<file path="config.mk">
export PLATFORM = sky130hd
export DESIGN_NAME = hex_display_arbiter_flat
export DESIGN_NICKNAME = d
export VERILOG_FILES = /design/src/rtl/hex_display_arbiter_if.sv /design/src/rtl/hex_display_arbiter.sv /design/src/flat_wrapper.sv
export SDC_FILE = /design/constraint.sdc
export NUM_CORES = 1
export LEC_CHECK = 0
export CAP_MARGIN = 10
export CORE_MARGIN = 5
export CORE_UTILIZATION = 39
export CTS_BUF_LIST = sky130_fd_sc_hd__clkbuf_16
export DETAILED_ROUTE_END_ITERATION = 10
export GPL_TIMING_DRIVEN = 0
export PLACE_DENSITY_LB_ADDON = 0.1
export RECOVER_POWER = 25
export SETUP_SLACK_MARGIN = 0.2
export SLEW_MARGIN = 20
export SYNTH_ARGS = -nofsm -noshare
export SYNTH_HDL_FRONTEND = slang
export SYNTH_SLANG_ARGS = --single-unit
</file>
<file path="constraint.sdc">
create_clock -name clk -period 2.13 [get_ports clk]
set_clock_uncertainty 0.05 [all_clocks]
set_input_delay 0.213 -clock clk [delete_from_list [all_inputs] [get_ports clk]]
set_output_delay 0.213 -clock clk [all_outputs]
set_load 0.1 [all_outputs]
</file>
<file path="src/rtl/hex_display_arbiter_if.sv">
// hex_display_arbiter_if: request/value/display bundle between two requesters and the arbiter.
interface hex_display_arbiter_if;
  logic [1:0]  req;
  logic [15:0] value0;
  logic [15:0] value1;
  logic [1:0]  grant;
  logic [6:0]  hex0;
  logic [6:0]  hex1;
  logic [6:0]  hex2;
  logic [6:0]  hex3;
  logic        busy;
  modport master (output req, value0, value1, input grant, hex0, hex1, hex2, hex3, busy);
  modport slave  (input req, value0, value1, output grant, hex0, hex1, hex2, hex3, busy);
endinterface

</file>
<file path="src/rtl/hex_display_arbiter.sv">
// hex_display_arbiter: two-requester round-robin owner of a 4-digit hex display with minimum hold time.
// Optional leading-zero blanking via HEX_LEADING_ZERO_BLANK_EN.
module hex_display_arbiter #(
  parameter logic [23:0] TICK_DIV   = 24'd12_000_000,
  parameter int unsigned HOLD_TICKS = 4
) (
  input logic                  clk,
  input logic                  rst_n,
  hex_display_arbiter_if.slave bus
);
  typedef enum logic [1:0] {IDLE, SHOW, LINGER} state_t;
  localparam logic [7:0] HOLD = 8'(HOLD_TICKS);
  state_t      state_q, state_d;
  logic [23:0] tick_q, tick_d;
  logic [7:0]  hold_q, hold_d;
  logic [1:0]  grant_q, grant_d;
  logic        ptr_q, ptr_d;
  logic [15:0] disp_q, disp_d;
  logic        tick, expired, own, other, pick;
  logic [2:0]  blank;
  assign tick    = tick_q == TICK_DIV - 24'd1;
  assign tick_d  = tick ? '0 : tick_q + 24'd1;
  assign expired = hold_q == HOLD;
  assign own     = grant_q[1];
  assign other   = ~own;
  assign pick    = (&bus.req) ? ptr_q : bus.req[1];
  always_comb begin
    state_d = state_q;
    grant_d = grant_q;
    ptr_d   = ptr_q;
    disp_d  = disp_q;
    hold_d  = (tick && hold_q != HOLD) ? hold_q + 8'd1 : hold_q;
    if (state_q == IDLE) begin
      hold_d = '0;
      if (|bus.req) begin
        state_d = SHOW;
        grant_d = pick ? 2'b10 : 2'b01;
        ptr_d   = ~pick;
        disp_d  = pick ? bus.value1 : bus.value0;
      end
    end else if (expired) begin
      // expiry wins over a coincident tick: hold restarts from zero
      hold_d = '0;
      if (bus.req[other]) begin
        state_d = SHOW;
        grant_d = ~grant_q;
        ptr_d   = own;
        disp_d  = other ? bus.value1 : bus.value0;
      end else if (bus.req[own]) begin
        state_d = SHOW;
        disp_d  = own ? bus.value1 : bus.value0;
      end else begin
        state_d = IDLE;
        grant_d = '0;
      end
    end else if (state_q == SHOW) begin
      disp_d  = own ? bus.value1 : bus.value0;
      state_d = bus.req[own] ? SHOW : LINGER;
    end
  end
  always_ff @(posedge clk or negedge rst_n) begin
    if (!rst_n) begin
      state_q <= IDLE;
      tick_q  <= '0;
      hold_q  <= '0;
      grant_q <= '0;
      ptr_q   <= 1'b0;
      disp_q  <= '0;
    end else begin
      state_q <= state_d;
      tick_q  <= tick_d;
      hold_q  <= hold_d;
      grant_q <= grant_d;
      ptr_q   <= ptr_d;
      disp_q  <= disp_d;
    end
  end
  function automatic logic [6:0] seg(input logic [3:0] d);
    case (d)
      4'h0: seg = 7'b1000000;
      4'h1: seg = 7'b1111001;
      4'h2: seg = 7'b0100100;
      4'h3: seg = 7'b0110000;
      4'h4: seg = 7'b0011001;
      4'h5: seg = 7'b0010010;
      4'h6: seg = 7'b0000010;
      4'h7: seg = 7'b1111000;
      4'h8: seg = 7'b0000000;
      4'h9: seg = 7'b0010000;
      4'hA: seg = 7'b0001000;
      4'hB: seg = 7'b0000011;
      4'hC: seg = 7'b1000110;
      4'hD: seg = 7'b0100001;
      4'hE: seg = 7'b0000110;
      default: seg = 7'b0001110;
    endcase
  endfunction
`ifdef HEX_LEADING_ZERO_BLANK_EN
  assign blank = {disp_q[15:12] == 4'h0, disp_q[15:8] == 8'h00, disp_q[15:4] == 12'h000};
`else
  assign blank = '0;
`endif
  assign bus.hex3  = (state_q == IDLE || blank[2]) ? 7'h7F : seg(disp_q[15:12]);
  assign bus.hex2  = (state_q == IDLE || blank[1]) ? 7'h7F : seg(disp_q[11:8]);
  assign bus.hex1  = (state_q == IDLE || blank[0]) ? 7'h7F : seg(disp_q[7:4]);
  assign bus.hex0  = (state_q == IDLE) ? 7'h7F : seg(disp_q[3:0]);
  assign bus.grant = grant_q;
  assign bus.busy  = state_q != IDLE;
endmodule

</file>
<file path="src/flat_wrapper.sv">
// flat-port wrapper written by rule: the top's interface ports become plain ports
module hex_display_arbiter_flat 
#(
  parameter logic [23:0] TICK_DIV   = 24'd12_000_000,
  parameter int unsigned HOLD_TICKS = 4
)
  (clk, rst_n, bus_req, bus_value0, bus_value1, bus_grant, bus_hex0, bus_hex1, bus_hex2, bus_hex3, bus_busy);
  hex_display_arbiter_if bus_i ();
  input logic clk;
  input logic rst_n;
  input wire logic [$bits(bus_i.req)-1:0] bus_req;
  input wire logic [$bits(bus_i.value0)-1:0] bus_value0;
  input wire logic [$bits(bus_i.value1)-1:0] bus_value1;
  output wire logic [$bits(bus_i.grant)-1:0] bus_grant;
  output wire logic [$bits(bus_i.hex0)-1:0] bus_hex0;
  output wire logic [$bits(bus_i.hex1)-1:0] bus_hex1;
  output wire logic [$bits(bus_i.hex2)-1:0] bus_hex2;
  output wire logic [$bits(bus_i.hex3)-1:0] bus_hex3;
  output wire logic [$bits(bus_i.busy)-1:0] bus_busy;
  assign bus_i.req = bus_req;
  assign bus_i.value0 = bus_value0;
  assign bus_i.value1 = bus_value1;
  assign bus_grant = bus_i.grant;
  assign bus_hex0 = bus_i.hex0;
  assign bus_hex1 = bus_i.hex1;
  assign bus_hex2 = bus_i.hex2;
  assign bus_hex3 = bus_i.hex3;
  assign bus_busy = bus_i.busy;
  hex_display_arbiter #(.TICK_DIV(TICK_DIV), .HOLD_TICKS(HOLD_TICKS)) u_core (.clk(clk), .rst_n(rst_n), .bus(bus_i));
endmodule
</file>
**After elaboration in Yosys (flattened, before gate mapping)**

Memory sizes are Yosys's and may differ from the RTL's.
Index checks and enable logic that the tools add are counted.
Widths: inputs -> output; s select.

- Bits in registers: 53
- Latch bits: 0
- Memory bits (writable): 0
- ROM bits: 448
- Bits of input ports: 36
- Output and inout port bits: 31
- Logic and storage cells: 76
- Memories: 4

- $add $sub $neg: 2
- Multiply operators: 0
- Div/mod/pow operators: 0
- $lt $le $gt $ge: 2
- Equality and inequality tests: 7
- Shifts and indexed selects: 0
- Mux-type cells: 39
- Bitwise logic cells: 3
- Reductions and logical operators: 13

Memory list:

| name | words | width | read ports | clocked after Yosys merged registers in | write ports | line | RTL |
|---|---|---|---|---|---|---|---|
| (no name shown) | 16 | 7 | 1 | 0 | 0 | hex_display_arbiter.sv:79 | `case (d)` |
| (no name shown) | 16 | 7 | 1 | 0 | 0 | hex_display_arbiter.sv:79 |  |
| (no name shown) | 16 | 7 | 1 | 0 | 0 | hex_display_arbiter.sv:79 |  |
| (no name shown) | 16 | 7 | 1 | 0 | 0 | hex_display_arbiter.sv:79 |  |

Operators with widths:

| cell | count |
|---|---|
| $mux 16 | 9 |
| $mux 7 | 4 |
| $add 24x1->24 const B | 1 |
| $eq 24x24->1 const B | 1 |
| $mux 2 | 12 |
| $mux 24 | 1 |
| $mux 8 | 3 |
| $mux 1 | 10 |
| $reduce_and 3->1 | 3 |
| $add 8x1->8 const B | 1 |
| $eq 8x3->1 const B | 1 |
| $ne 8x3->1 const B | 1 |
| $reduce_bool 2->1 | 3 |
| $reduce_bool 3->1 | 2 |
| $lt 1x2->1 const B | 2 |
| $ne 4x4->1 const B | 1 |
| $reduce_and 2->1 | 2 |
| $ne 3x1->1 const B | 1 |
| $eq 2x1->1 const B | 1 |
| $logic_not 2->1 | 1 |
| $ne 2x2->1 const B | 1 |
| $not 1->1 | 2 |
| $not 2->2 | 1 |
| $reduce_or 2->1 | 1 |
| $logic_and 1x1->1 | 1 |

**Depth between registers and ports, before layout**

Gate-level depths: netlist of run 1.

- Depth in word-level cells: 6
- Gate-level depth with buffers: 8
- Depth with buffers taken out: 7

**Worst setup path after synthesis of run 1**

OpenSTA, ideal clock, no wires.

- Kind: register -> output
- From: reg u_core.disp_q[5]
- To: out bus_hex1[0]
- Arrival time: 4.317 ns
- Data required time: 1.867 ns
- Setup slack: -2.450 ns
- Stages on the path, launching flop included: 5
- Buffers on the path: 0
- Cell sequence: dfrtp_1 > inv_1 > ha_1 > nor2b_1 > o311ai_0

- Longest elaborated chain between the ends: 2

RTL lines:

| element | line | RTL |
|---|---|---|
| start, declared | hex_display_arbiter.sv:18 | `logic [15:0] disp_q, disp_d;` |
| start signal, assigned | hex_display_arbiter.sv:75 | `disp_q <= disp_d;` |
| $mem_v2 16x7 | n/a |  |
| $mux 7 | hex_display_arbiter.sv:105 | `assign bus.hex1 = (state_q == IDLE \|\| blank[0]) ? 7'h7F : seg(disp_q[7:4]);` |
| end, declared | flat_wrapper.sv:16 | `output wire logic [$bits(bus_i.hex1)-1:0] bus_hex1;` |

No other way between the ends.

**Worst setup path after layout of run 1**

- From: reg u_core.disp_q[0]
- To: out bus_hex0[6]

- Longest elaborated chain between the ends: 2

RTL lines:

| element | line | RTL |
|---|---|---|
| $mem_v2 16x7 | n/a |  |
| $mux 7 | hex_display_arbiter.sv:106 | `assign bus.hex0 = (state_q == IDLE) ? 7'h7F : seg(disp_q[3:0]);` |
| end, declared | flat_wrapper.sv:15 | `output wire logic [$bits(bus_i.hex0)-1:0] bus_hex0;` |

No other way between the ends.

==> qor.log, run 1 <==
INFO  die            die-area=11900µm²
INFO  sta            maxSlewViolCount=0
INFO  global_routing via_count_of_the_first_global_routing_pass=3474
INFO  sta            finalSetupViolCount=0
INFO  sta            worst_slew_pin_slew=0.956ns
INFO  synthesis      mappedNetlistNets=485
INFO  job            maxCapViolCount=0
INFO  sta            postLayoutSetupSlackWorst=0.0702ns
INFO  worst_hold_path worst_hold_path_type=in -> reg
INFO  worst_setup_path critPathRequiredTime=1.87ns
INFO  cts            cts_tree=done
INFO  finish         diodes=0
INFO  cts            insertion_delay=0.29ns
INFO  detailed_routing detail_route.first_pass.iterations=4
INFO  worst_setup_path cp-end-kind=output port
INFO  detailed_routing wl_per_cell=16.4µm
INFO  die            die_x=109µm
INFO  worst_setup_path setup.reg_to_reg.worst_slack=0.13ns
INFO  worst_setup_path crit_fanout=5
INFO  finish         layout.cells.non_filler=687
INFO  die            core_area=9680µm²
INFO  synthesis      number_of_enable_flip_flop_cells_after_synthesis=0
INFO  synthesis      netlist_instances=422
INFO  synthesis      synthDominantAreaCellType=sky130_fd_sc_hd__dfrtp_1
INFO  global_routing initial_antenna_violation_count=0
INFO  synthesis      yosysUniqueCellTypes=55
INFO  place          post-dp-hpwl=7.04mm
INFO  worst_hold_path hold_path_end=u_core.bus.grant[0]
INFO  cts            cts-buffers-inserted=5
INFO  finish         syn_to_final_growth=68.3%
INFO  cts            cts.reportedPaths.clkPinSlew=0.07ns
INFO  worst_hold_path worst_hold_startpoint=bus_req[1]
INFO  worst_setup_path worstPathBufferInverterCount=1
INFO  worst_hold_path hold_path_depth=4
INFO  place          numPortBuffers=65
INFO  place          pre_cts_slack=-0.801ns
INFO  cts            h_tree_level_count=2
INFO  sta            relative_slew_margins=36.5%
INFO  detailed_routing drt_iter0_drc=116
INFO  synthesis      netlist.area_leader.share=34.7%
INFO  detailed_routing viasPerCell=5.28
INFO  worst_setup_path critical_path.slowest_cell=sky130_fd_sc_hd__dfrtp_2
INFO  cts            numClockSinks=53
INFO  synthesis      synth.yosys.warnings=0
INFO  die            floorplan.initialDensity=39.5%
INFO  worst_setup_path cp.arrival=1.80ns
INFO  synthesis      post_synthesis_instance_area=3830µm²
INFO  finish         layout-drive-gt1-share=45.8%
INFO  status         outcome=finished clean
INFO  global_routing first_pass_grt_wire_length=17.1mm
INFO  worst_setup_path r2r.worst_path.cells=7
INFO  synthesis      synth_sequential_area_ratio=34.7%
INFO  finish         num-nets-final=616
INFO  global_routing grt_overflow_total=0
INFO  worst_setup_path critical_r2r_capture=u_core.disp_q[7]
INFO  sta            finalHoldViolCount=0
INFO  sta            min_period=2.06ns
INFO  finish         final_cell_mix=50 x sky130_fd_sc_hd__nor2_1, 46 x sky130_fd_sc_hd__buf_4, 41 x sky130_fd_sc_hd__dfrtp_1, 34 x sky130_fd_sc_hd__buf_6, 33 x sky130_fd_sc_hd__clkdlybuf4s50_1
INFO  detailed_routing antenna_left=0
INFO  detailed_routing detail_route.wirelength=11.2mm
INFO  die            std_cell_rows=36
INFO  die            io_pins=67
INFO  sta            rsz0062_at_grt=true
INFO  worst_setup_path worstPathCellList=ha_4 > nor2b_4 > a21o_1 > a221o_2 > buf_12
INFO  finish         final_core_utilization=66.5%
INFO  cts            clk_path_buf_depth=2
INFO  synthesis      cells_taking_the_most_area_after_synthesis=sky130_fd_sc_hd__dfrtp_1 35%, sky130_fd_sc_hd__ha_1 8.8%, sky130_fd_sc_hd__mux2i_1 7.6%, sky130_fd_sc_hd__nor2_1 5.2%, sky130_fd_sc_hd__a21oi_1 3.7%
INFO  worst_setup_path cpLargestDelayFamily=compound AO/OA/AOI/OAI gates
INFO  detailed_routing num_vias=3630
INFO  worst_setup_path crit_type=reg -> out
INFO  place          routability_congestion=0.790
INFO  worst_setup_path worst_setup_path_start_kind=register
INFO  die            die-height=109µm
INFO  worst_setup_path cpPeakStageDelay=0.48ns
INFO  detailed_routing number_of_design_rule_violations_left_after_detail_routing=0
INFO  global_routing grt_max_degree=54
INFO  place          placedCellCount=620
INFO  cts            cts_root_buf=sky130_fd_sc_hd__clkbuf_16
INFO  sta            max_freq=485MHz
INFO  synthesis      ys_seq_elements=53
INFO  sta            totalNegativeSetupSlack=0ns
INFO  synthesis      syn_avg_cell_area=9.07µm²
INFO  synthesis      synthArstFlopShare=100%
INFO  worst_setup_path critical_path.reg2reg.startpoint=u_core.hold_q[5]
INFO  sta            tcrit_tclk_final=96.7%
INFO  synthesis      primary_ff_master_synth=sky130_fd_sc_hd__dfrtp_1
INFO  finish         final_common_cell=sky130_fd_sc_hd__nor2_1
INFO  global_routing globalRouteTotalUtil=17.9%
[how the worst max path moves through the flow]
stage	to	cells past startpoint	startpoint	slack (ns)
2_1_floorplan	bus_hex3[3]	4	u_core.disp_q[13]	-0.35
3_3_place_gp	u_core.bus.grant[1]	1	rst_n	-1.22
3_5_place_dp	bus_hex0[1]	5	u_core.state_q[1]	-0.80
4_1_cts	bus_hex1[6]	5	u_core.disp_q[5]	0.07
5_1_grt	bus_hex0[6]	5	u_core.disp_q[0]	0.04
6_report	bus_hex0[6]	5	u_core.disp_q[0]	0.07
[logic make-up (layout without fill, tap and decap cells)]
kind of cell    count (synthesis)  after routing  synth area share, %
mux                            32             32                 8.47
buf+inv                        45            177                 5.72
simple gates                  149            149                 21.1
compound gates                 95             95                 16.4
xor+xnor                       21             21                 4.81
flops                          53             53                 34.7
fa+ha+maj                      27             27                 8.83
[Yosys cell counts, drive strengths merged, types with 4 or more instances]
library cell,instances
nand2,16
a21boi,4
a221o,7
o21ai,22
a21oi,29
ha,27
buf,13
inv,22
and3,7
xnor2,12
nor3,9
or3,4
o311ai,6
nand2b,11
nand4,8
nor2,54
clkbuf,9
dfrtp,53
nor2b,5
nor4,6
mux2i,29
xor2,9
nand3,17
a31oi,4
o211ai,9
[registers in the layout, indices dropped and copies added, names as in the netlist]
register	cells
u_core.state_q	2
u_core.hold_q	8
u_core.tick_q	24
u_core.disp_q	16
u_core.bus.grant	2
u_core.ptr_q	1
[metal layers]
metal / track usage (%) / part of all wire, %
met1: 21.4 / 41
met2: 33.7 / 55
met3: 2.84 / 3.6
met4: 3.52 / 0.86
met5: 0 / 0
[through the flow]
stage,hold WS (ns),instance area [µm²]
floorplan,-0.133,4120
global placement,0.416,4940
detailed placement,0.254,4930
CTS,0.232,5860
global route,0.257,6440
finish,0.238,6440
[layout make-up]
type,count,area (µm²)
Timing Repair Buffer,124,1360
Sequential cell,53,1340
Inverter,23,115
Buffer,22,213
Fill cell,733,3240
Clock inverter,3,41.3
Tap cell,133,166
Multi-Input combinational cell,324,3070
Clock buffer,5,125
[tightest hold or removal path: stages]
cell and delay, ns:
sky130_fd_sc_hd__buf_4 0.14, sky130_fd_sc_hd__o22ai_2 0.08, sky130_fd_sc_hd__nand2_1 0.05, sky130_fd_sc_hd__o21ai_1 0.05
[timing repair]
item / 4_1_cts / 5_1_grt
setup buffers: 38 / 19
hold endpoints to repair: 53 / 0
hold buffers: 1 / 0
setup endpoints to repair: 62 / 63
pin swaps: 39 / 40
gates cloned: 1 / 0
resized for setup: 306 / 100
Power of run 1 is left out: the tool's default activity adds up to more than one toggle a clock period on the data nets, which glitch-free logic cannot reach.
==> inputs of run 2 (changes only) <==
--- a/config.mk
+++ b/config.mk
@@ -5,13 +5,14 @@
 export SDC_FILE = /design/constraint.sdc
 export NUM_CORES = 1
 export LEC_CHECK = 0
+export ABC_AREA = 1
 export CAP_MARGIN = 10
 export CORE_MARGIN = 5
 export CORE_UTILIZATION = 39
 export CTS_BUF_LIST = sky130_fd_sc_hd__clkbuf_16
 export DETAILED_ROUTE_END_ITERATION = 10
 export GPL_TIMING_DRIVEN = 0
-export PLACE_DENSITY_LB_ADDON = 0.1
+export PLACE_DENSITY = 0.68
 export RECOVER_POWER = 25
 export SETUP_SLACK_MARGIN = 0.2
 export SLEW_MARGIN = 20
==> run 2 against run 1 <==
  * Via count rose by 41%
  * Sequential share of layout area decreased by 0.60 points
  * Largest cell class unchanged
  * Synthesized cell count is 80% higher
  * First-iteration DRC count grew to 2.7 times the previous value
  * Global-route usage up 0.60 points
  * Critical endpoint is now bus_hex0[0]
==> qor.log, run 2 <==
INFO  global_routing grt_use_met2=29.1% [-4.6 points]
INFO  finish         regs_by_ff_count=u_core.tick_q x24, u_core.disp_q x16, u_core.hold_q x8
INFO  power_and_ir_drop static-leakage-power=3.30nW
INFO  worst_setup_path critical_path.slowest_cell=sky130_fd_sc_hd__dfrtp_2
INFO  sta            rsz0062_at_grt=true
INFO  die            die_x=120µm [+10%]
INFO  worst_setup_path crit_type=reg -> out
INFO  sta            tcrit_tclk_final=92.1% [-4.6 points]
INFO  sta            maxSlewViolCount=0 [unchanged]
INFO  status         outcome=finished clean
INFO  synthesis      number_of_enable_flip_flop_cells_after_synthesis=0 [unchanged]
INFO  die            floorplan.initialDensity=39.5% [about the same]
INFO  finish         final_core_utilization=55.2% [-11 points]
INFO  synthesis      mappedNetlistNets=821 [+69%]
INFO  finish         final_cell_mix=221 x sky130_fd_sc_hd__nand2_1, 78 x sky130_fd_sc_hd__inv_1, 78 x sky130_fd_sc_hd__nand3_1, 75 x sky130_fd_sc_hd__nor2_1, 44 x sky130_fd_sc_hd__dfrtp_1
INFO  cts            insertion_delay=0.29ns [about the same]
INFO  place          numPortBuffers=66 [+1.5%]
INFO  power_and_ir_drop cell_internal_pwr=1.52mW
INFO  synthesis      synth.yosys.warnings=0 [unchanged]
INFO  die            core_area=12000µm² [+24%]
INFO  detailed_routing number_of_design_rule_violations_left_after_detail_routing=0 [unchanged]
INFO  worst_setup_path worst_setup_path_start_kind=register
INFO  synthesis      primary_ff_master_synth=sky130_fd_sc_hd__dfrtp_1
INFO  synthesis      syn_avg_cell_area=6.24µm² [-31%]
INFO  power_and_ir_drop power_density=305nW/µm²
INFO  synthesis      synthDominantAreaCellType=sky130_fd_sc_hd__dfrtp_1
INFO  worst_setup_path crit_fanout=4 [-1]
INFO  synthesis      synthArstFlopShare=100% [unchanged]
INFO  cts            cts_tree=done
INFO  synthesis      post-synth-top-count-cell=sky130_fd_sc_hd__nand2_1
INFO  sta            hold_slack=0.445ns [+0.207 ns]
INFO  detailed_routing wl_per_cell=13.9µm [-15%]
INFO  cts            cts-buffers-inserted=5 [unchanged]
INFO  sta            finalSetupViolCount=0 [unchanged]
INFO  worst_hold_path hold_path_depth=1 [-3]
INFO  detailed_routing antenna_left=0 [unchanged]
INFO  cts            numClockSinks=53 [unchanged]
INFO  cts            h_tree_level_count=2 [unchanged]
INFO  global_routing grt_max_degree=54 [unchanged]
INFO  cts            clk_path_buf_depth=2 [unchanged]
INFO  cts            cts_root_buf=sky130_fd_sc_hd__clkbuf_16
INFO  synthesis      ys_seq_elements=53 [unchanged]
INFO  die            die-height=120µm [+10%]
INFO  power_and_ir_drop comb_power_share=8.6%
INFO  worst_setup_path cp-end-kind=output port
INFO  finish         diodes=0 [unchanged]
INFO  cts            cts.reportedPaths.clkPinSlew=0.07ns [about the same]
INFO  global_routing met3_usage=2.59% [-0.25 points]
INFO  worst_setup_path r2r.worst_path.cells=12 [+5]
INFO  finish         layout-drive-gt1-share=21.5% [-24 points]
INFO  global_routing globalRouteTotalUtil=18.5% [+0.60 points]
INFO  worst_setup_path cpPeakStageDelay=0.45ns [-0.03 ns]
INFO  synthesis      post_synthesis_instance_area=4730µm² [+24%]
INFO  power_and_ir_drop share_of_total_power_in_the_clock_network=41.3%
INFO  finish         top_register=u_core.tick_q
INFO  job            maxCapViolCount=0 [unchanged]
INFO  global_routing grt_overflow_total=0 [unchanged]
INFO  global_routing first_pass_grt_wire_length=22.4mm [+31%]
INFO  finish         final_common_cell=sky130_fd_sc_hd__nand2_1
INFO  die            die-area=14400µm² [+21%]
INFO  global_routing via_count_of_the_first_global_routing_pass=4718 [+36%]
INFO  detailed_routing viasPerCell=5.09 [-3.7%]
INFO  detailed_routing detail_route.wirelength=14.0mm [+24%]
INFO  finish         flip_flop_count_of_the_largest_register_all_copies_and_words_added=24 [unchanged]
INFO  sta            min_period=1.96ns [-0.0990 ns]
INFO  detailed_routing detail_route.first_pass.iterations=5 [+1]
INFO  sta            max_freq=510MHz [+5.0%]
INFO  synthesis      cells_taking_the_most_area_after_synthesis=sky130_fd_sc_hd__dfrtp_1 28%, sky130_fd_sc_hd__nand2_1 18%, sky130_fd_sc_hd__nand3_1 9.3%, sky130_fd_sc_hd__inv_1 7.5%, sky130_fd_sc_hd__ha_1 7.1%
INFO  power_and_ir_drop seq_power_share=50.1%
INFO  sta            worst_slew_pin_slew=0.958ns [+0.00288 ns]
INFO  detailed_routing drt_iter0_drc=313 [+170%]
INFO  sta            relative_slew_margins=36.4% [-0.19 points]
INFO  synthesis      synth_commonest_cells=230 x sky130_fd_sc_hd__nand2_1, 94 x sky130_fd_sc_hd__inv_1, 88 x sky130_fd_sc_hd__nand3_1
INFO  place          post-dp-hpwl=9.66mm [+37%]
INFO  worst_setup_path critPathRequiredTime=1.87ns [about the same]
INFO  synthesis      yosysUniqueCellTypes=31 [-44%]
INFO  synthesis      netlist_instances=758 [+80%]
INFO  worst_setup_path cp.arrival=1.70ns [-0.10 ns]
INFO  detailed_routing num_vias=5108 [+41%]
INFO  finish         num-nets-final=919 [+49%]
INFO  sta            finalHoldViolCount=0 [unchanged]
INFO  place          routability_congestion=0.904 [+14%]
INFO  finish         syn_to_final_growth=39.6%
INFO  global_routing groute.layer.met1.usage=26.5% [+5.1 points]
INFO  power_and_ir_drop sw_frac_of_total=24.2%
INFO  synthesis      netlist.area_leader.share=28.0% [-6.6 points]
INFO  power_and_ir_drop power=2.01mW
INFO  worst_hold_path worst_hold_path_type=reg -> reg
INFO  power_and_ir_drop largest_vdd_supply_drop=0.313mV
INFO  die            io_pins=67 [unchanged]
INFO  power_and_ir_drop p_sw=0.487mW
INFO  synthesis      synth_sequential_area_ratio=28.0% [-6.6 points]
INFO  worst_setup_path worstPathCellList=ha_1 > inv_2 > nor3_4 > a31oi_2 > o2111ai_4 > buf_12
INFO  global_routing grt_most_used_layer=met2
INFO  die            std_cell_rows=40 [+11%]
INFO  global_routing initial_antenna_violation_count=0 [unchanged]
==> run 2: cell types whose count changed after synthesis, sizes merged, moves of 7 or more <==
| cell | delta |
|---|---|
| a21oi | +12 |
| a221o | -7 |
| and3 | -7 |
| inv | +75 |
| mux2i | -29 |
| nand2 | +220 |
| nand2b | -11 |
| nand3 | +71 |
| nor2 | +32 |
| o21ai | +21 |
| xnor2 | -12 |
==> run 2: routing by layer <==
metal,vias to the layer above,routed length [µm]
li1,2626,-
met1,2330,6590
met2,137,6540
met3,15,671
met4,0,152
met5,-,0
==> run 2: timing repair <==
| action | 4_1_cts | 5_1_grt |
|---|---|---|
| resized for setup | 273 | 71 |
| hold buffers | 1 | 0 |
| pin swaps | 4 | 19 |
| endpoints found under the hold margin | 53 | 0 |
| endpoints found under the setup margin | 31 | 49 |
| setup buffers | 7 | 17 |
==> run 2: cell type report <==
class | count | area [µm²]
timing repair buffer | 91 | 1060
clock buffer | 5 | 125
fill | 1168 | 5360
multi-input combinational | 576 | 3230
tap | 147 | 184
sequential | 53 | 1340
buffer | 30 | 236
inverter | 99 | 402
clock inverter | 3 | 17.5
==> run 2: final timing paths <==
kind / start / endpoint / slack [ns]
setup reg to reg: u_core.hold_q[1] / u_core.disp_q[15] / 0.27
max in group asynchronous: rst_n / u_core.disp_q[9] / 1.06
setup / recovery: u_core.disp_q[0] / bus_hex0[0] / 0.17
min in group asynchronous: rst_n / u_core.tick_q[2] / 0.46
hold reg to reg: u_core.tick_q[2] / u_core.tick_q[2] / 0.45
hold / removal: u_core.tick_q[2] / u_core.tick_q[2] / 0.45
==> run 2: per-stage QoR <==
stage	setup slack, ns	instances	TNS, ns	area [µm²]
after floorplan	-0.450	758	-2.11	4980
after global placement	-1.15	971	-72.09	5830
after detailed placement	-0.862	971	-21.24	5830
after CTS	0.0968	987	0	6260
after global routing	0.124	1004	0	6600
final	0.169	1004	0	6600
==> run 2: logic make-up after synthesis <==
family / Yosys count / share of synthesized area [%]
AND/OR/NAND/NOR: 434 / 39.2
buffers and inverters: 129 / 11.3
AO/OA/AOI/OAI: 105 / 12.4
flip-flops: 53 / 28.0
adder cells (fa/ha/maj): 27 / 7.14
XOR/XNOR: 10 / 1.85
==> run 2: worst max-delay path, delay by kind of cell, from the launching register on <==
kind | cells | cell delay, ns
fa+ha+maj | 1 | 0.22
buf+inv | 2 | 0.31
flops | 1 | 0.45
simple gates | 1 | 0.06
compound gates | 2 | 0.36
==> run 2: power by group through the flow <==
stage               sequential, mW  combinational, mW  clock (mW)
global placement              1.03              0.171           0
floorplan                     1.03             0.0620           0
detailed placement            1.03              0.172           0
finish                        1.01              0.174       0.830
global route                  1.01              0.196       0.893
CTS                           1.01              0.174       0.861
Note: power is estimated with default switching activity, not from simulation.
==> inputs of run 3 (changes only) <==
--- a/config.mk
+++ b/config.mk
@@ -8,12 +8,11 @@
 export ABC_AREA = 1
 export CAP_MARGIN = 10
 export CORE_MARGIN = 5
-export CORE_UTILIZATION = 39
+export CORE_UTILIZATION = 51
 export CTS_BUF_LIST = sky130_fd_sc_hd__clkbuf_16
 export DETAILED_ROUTE_END_ITERATION = 10
 export GPL_TIMING_DRIVEN = 0
-export PLACE_DENSITY = 0.68
-export RECOVER_POWER = 25
+export PLACE_DENSITY = 0.83
 export SETUP_SLACK_MARGIN = 0.2
 export SLEW_MARGIN = 20
 export SYNTH_ARGS = -nofsm -noshare
==> run 3 against run 2 <==
  * Global-route usage grew 4.4 points
  * Utilization grew 17 points
  * Critical endpoint is now bus_hex1[5]
  * Sequential power is essentially flat
==> qor.log, run 3 (same netlist as run 2, synthesis figures left out) <==
INFO  sta            finalHoldViolCount=0 [unchanged]
INFO  power_and_ir_drop power_density=325nW/µm² [+6.7%]
INFO  finish         top_register=u_core.tick_q
INFO  detailed_routing wl_met3=899µm [+34%]
INFO  cts            cts_tree=done
INFO  worst_setup_path worstPathBufferInverterCount=2 [unchanged]
INFO  place          placedCellCount=935 [-3.7%]
INFO  finish         diodes=0 [unchanged]
INFO  worst_setup_path setup.reg_to_reg.worst_slack=0.23ns [-0.04 ns]
INFO  worst_setup_path crit_fanout=6 [+2]
INFO  sta            hold_slack=0.438ns [-0.00678 ns]
INFO  sta            max_freq=502MHz [-1.5%]
INFO  finish         num-nets-final=920 [+0.11%]
INFO  cts            clk_path_buf_depth=2 [unchanged]
INFO  worst_setup_path critPathRequiredTime=1.87ns [about the same]
INFO  detailed_routing number_of_design_rule_violations_left_after_detail_routing=0 [unchanged]
INFO  die            die-area=11300µm² [-22%]
INFO  worst_setup_path cp.arrival=1.73ns [+0.03 ns]
INFO  global_routing first_pass_grt_wire_length=21.9mm [-2.3%]
INFO  cts            h_tree_level_count=2 [unchanged]
INFO  finish         layout.cells.non_filler=969 [-3.5%]
INFO  global_routing globalRouteTotalUtil=22.9% [+4.4 points]
INFO  sta            worst_slew_pin_slew=0.962ns [+0.00307 ns]
INFO  global_routing via_count_of_the_first_global_routing_pass=4852 [+2.8%]
INFO  worst_setup_path r2r.worst_path.cells=12 [unchanged]
INFO  place          standard_cell_area_after_detailed_placement=5780µm² [-0.77%]
INFO  die            core_area=9150µm² [-23%]
INFO  worst_setup_path worst_setup_path_start_kind=register
INFO  sta            finalSetupViolCount=0 [unchanged]
INFO  detailed_routing detail_route.wirelength=14.3mm [+2.8%]
INFO  cts            insertion_delay=0.30ns [about the same]
INFO  worst_setup_path crit_type=reg -> out
INFO  global_routing grt_max_degree=54 [unchanged]
INFO  detailed_routing antenna_left=0 [unchanged]
INFO  place          numPortBuffers=66 [unchanged]
INFO  worst_setup_path cpPeakStageDelay=0.43ns [-0.02 ns]
INFO  worst_setup_path cpLargestDelayFamily=flip-flops
INFO  sta            relative_slew_margins=36.2% [-0.20 points]
INFO  worst_setup_path cp-end-kind=output port
INFO  worst_setup_path critical_path.slowest_cell=sky130_fd_sc_hd__dfrtp_1
INFO  status         outcome=finished clean
INFO  worst_setup_path critical_r2r_capture=u_core.disp_q[0]
INFO  cts            cts-buffers-inserted=5 [unchanged]
INFO  place          post-dp-hpwl=9.74mm [+0.85%]
INFO  cts            numClockSinks=53 [unchanged]
INFO  cts            cts_root_buf=sky130_fd_sc_hd__clkbuf_16
INFO  global_routing initial_antenna_violation_count=0 [unchanged]
INFO  detailed_routing drt-met1-wl=5.75mm [-13%]
INFO  power_and_ir_drop largest_vdd_supply_drop=0.418mV [+33%]
INFO  die            die-height=106µm [-12%]
INFO  sta            maxSlewViolCount=0 [unchanged]
INFO  power_and_ir_drop power=2.14mW [+6.6%]
INFO  finish         syn_to_final_growth=39.4%
INFO  detailed_routing topRoutingLayerUsed=met4
INFO  worst_hold_path worst_hold_path_type=in -> async
INFO  finish         flip_flop_count_of_the_largest_register_all_copies_and_words_added=24 [unchanged]
INFO  detailed_routing viasPerCell=5.60 [+10%]
INFO  global_routing grt_overflow_total=0 [unchanged]
INFO  finish         final_cell_mix=220 x sky130_fd_sc_hd__nand2_1, 77 x sky130_fd_sc_hd__nand3_1, 76 x sky130_fd_sc_hd__inv_1, 74 x sky130_fd_sc_hd__nor2_1, 47 x sky130_fd_sc_hd__dfrtp_1
INFO  job            maxCapViolCount=0 [unchanged]
INFO  detailed_routing num_vias=5427 [+6.2%]
INFO  worst_setup_path critical_path.reg2reg.startpoint=u_core.hold_q[0]
INFO  die            floorplan.initialDensity=51.7% [+12 points]
INFO  finish         final_common_cell=sky130_fd_sc_hd__nand2_1
INFO  die            die_x=106µm [-12%]
INFO  sta            rsz0062_at_grt=true
INFO  sta            tcrit_tclk_final=93.5% [+1.4 points]
INFO  sta            min_period=1.99ns [+0.0302 ns]
INFO  detailed_routing dr_wl_met2=7.18mm [+9.8%]
INFO  place          routability_congestion=0.966 [+6.8%]
INFO  cts            cts.reportedPaths.clkPinSlew=0.07ns [about the same]
INFO  worst_setup_path worstPathCellList=inv_2 > ha_1 > o21ai_0 > nand2_1 > nand2_2 > buf_12
INFO  detailed_routing detail_route.first_pass.iterations=6 [+1]
INFO  detailed_routing wl_per_cell=14.8µm [+6.5%]
INFO  finish         layout-drive-gt1-share=21.2% [-0.26 points]
INFO  detailed_routing drt_iter0_drc=595 [+90%]
INFO  finish         postLayoutCellArea=6590µm² [-0.13%]
INFO  power_and_ir_drop static-leakage-power=3.34nW [+1.2%]
INFO  finish         regs_by_ff_count=u_core.tick_q x24, u_core.disp_q x16, u_core.hold_q x8
INFO  die            std_cell_rows=35 [-13%]
INFO  die            io_pins=67 [unchanged]
==> run 3: cell types whose count changed in the layout (fill, tap and decap cells not counted), moves of 3 or more <==
| cell | before | now |
|---|---|---|
| sky130_fd_sc_hd__dfrtp_1 | 44 | 47 |
| sky130_fd_sc_hd__dfrtp_2 | 9 | 6 |
| sky130_fd_sc_hd__ha_2 | 7 | 0 |
| sky130_fd_sc_hd__buf_6 | 15 | 21 |
| sky130_fd_sc_hd__buf_4 | 25 | 20 |
| sky130_fd_sc_hd__buf_2 | 13 | 10 |
| sky130_fd_sc_hd__buf_12 | 22 | 14 |
| sky130_fd_sc_hd__clkbuf_4 | 0 | 3 |
| sky130_fd_sc_hd__ha_1 | 17 | 22 |
| sky130_fd_sc_hd__buf_8 | 3 | 9 |
==> run 3: how the worst max path moves through the flow <==
| stage | end | cells after the start | startpoint |
|---|---|---|---|
| 2_1_floorplan | bus_hex1[4] | 6 | u_core.disp_q[5] |
| 3_3_place_gp | u_core.bus.grant[1] | 1 | rst_n |
| 3_5_place_dp | bus_hex3[4] | 5 | u_core.state_q[1] |
| 4_1_cts | bus_hex3[4] | 7 | u_core.disp_q[13] |
| 5_1_grt | bus_hex1[5] | 6 | u_core.disp_q[4] |
| 6_report | bus_hex1[5] | 6 | u_core.disp_q[4] |
==> run 3: area by class of cell <==
| cell class | count | area (µm²) |
|---|---|---|
| repair buffers | 92 | 1060 |
| clock inverters | 3 | 50.0 |
| well taps | 111 | 139 |
| plain buffers | 30 | 221 |
| clock buffers | 5 | 125 |
| inverters | 99 | 398 |
| fillers | 691 | 2560 |
| multi-input cells | 576 | 3270 |
| flip-flops and latches | 53 | 1330 |
==> run 3: layer usage <==
metal	GRT usage [%]	vias to the layer above
met1	29.0	2497
met5	0	-
li1	-	2637
met3	2.98	61
met4	8.05	0
met2	39.9	232
==> run 3: stage by stage <==
step                      TNS (ns)  setup slack, ns  utilization (%)
final                            0            0.139             72.0
after global placement      -60.47           -0.954             63.2
after floorplan              -2.11           -0.450                -
after detailed placement    -20.54           -0.807             63.2
after global routing             0           0.0804             72.0
after CTS                        0            0.160             68.0
==> run 3: where the power goes <==
| group | total, mW | internal [mW] | switching [mW] |
|---|---|---|---|
| Combinational | 0.178 | 0.0829 | 0.0955 |
| Sequential | 1.01 | 1.01 | 0.00111 |
| Clock | 0.958 | 0.565 | 0.393 |
| Total | 2.14 | 1.65 | 0.490 |
==> run 3: what timing repair did <==
action	CTS	global route
buffers inserted	10	15
pin swaps	3	17
hold buffers	1	0
endpoints found under the hold margin	53	0
setup endpoints to repair	31	47
resized for setup	259	71
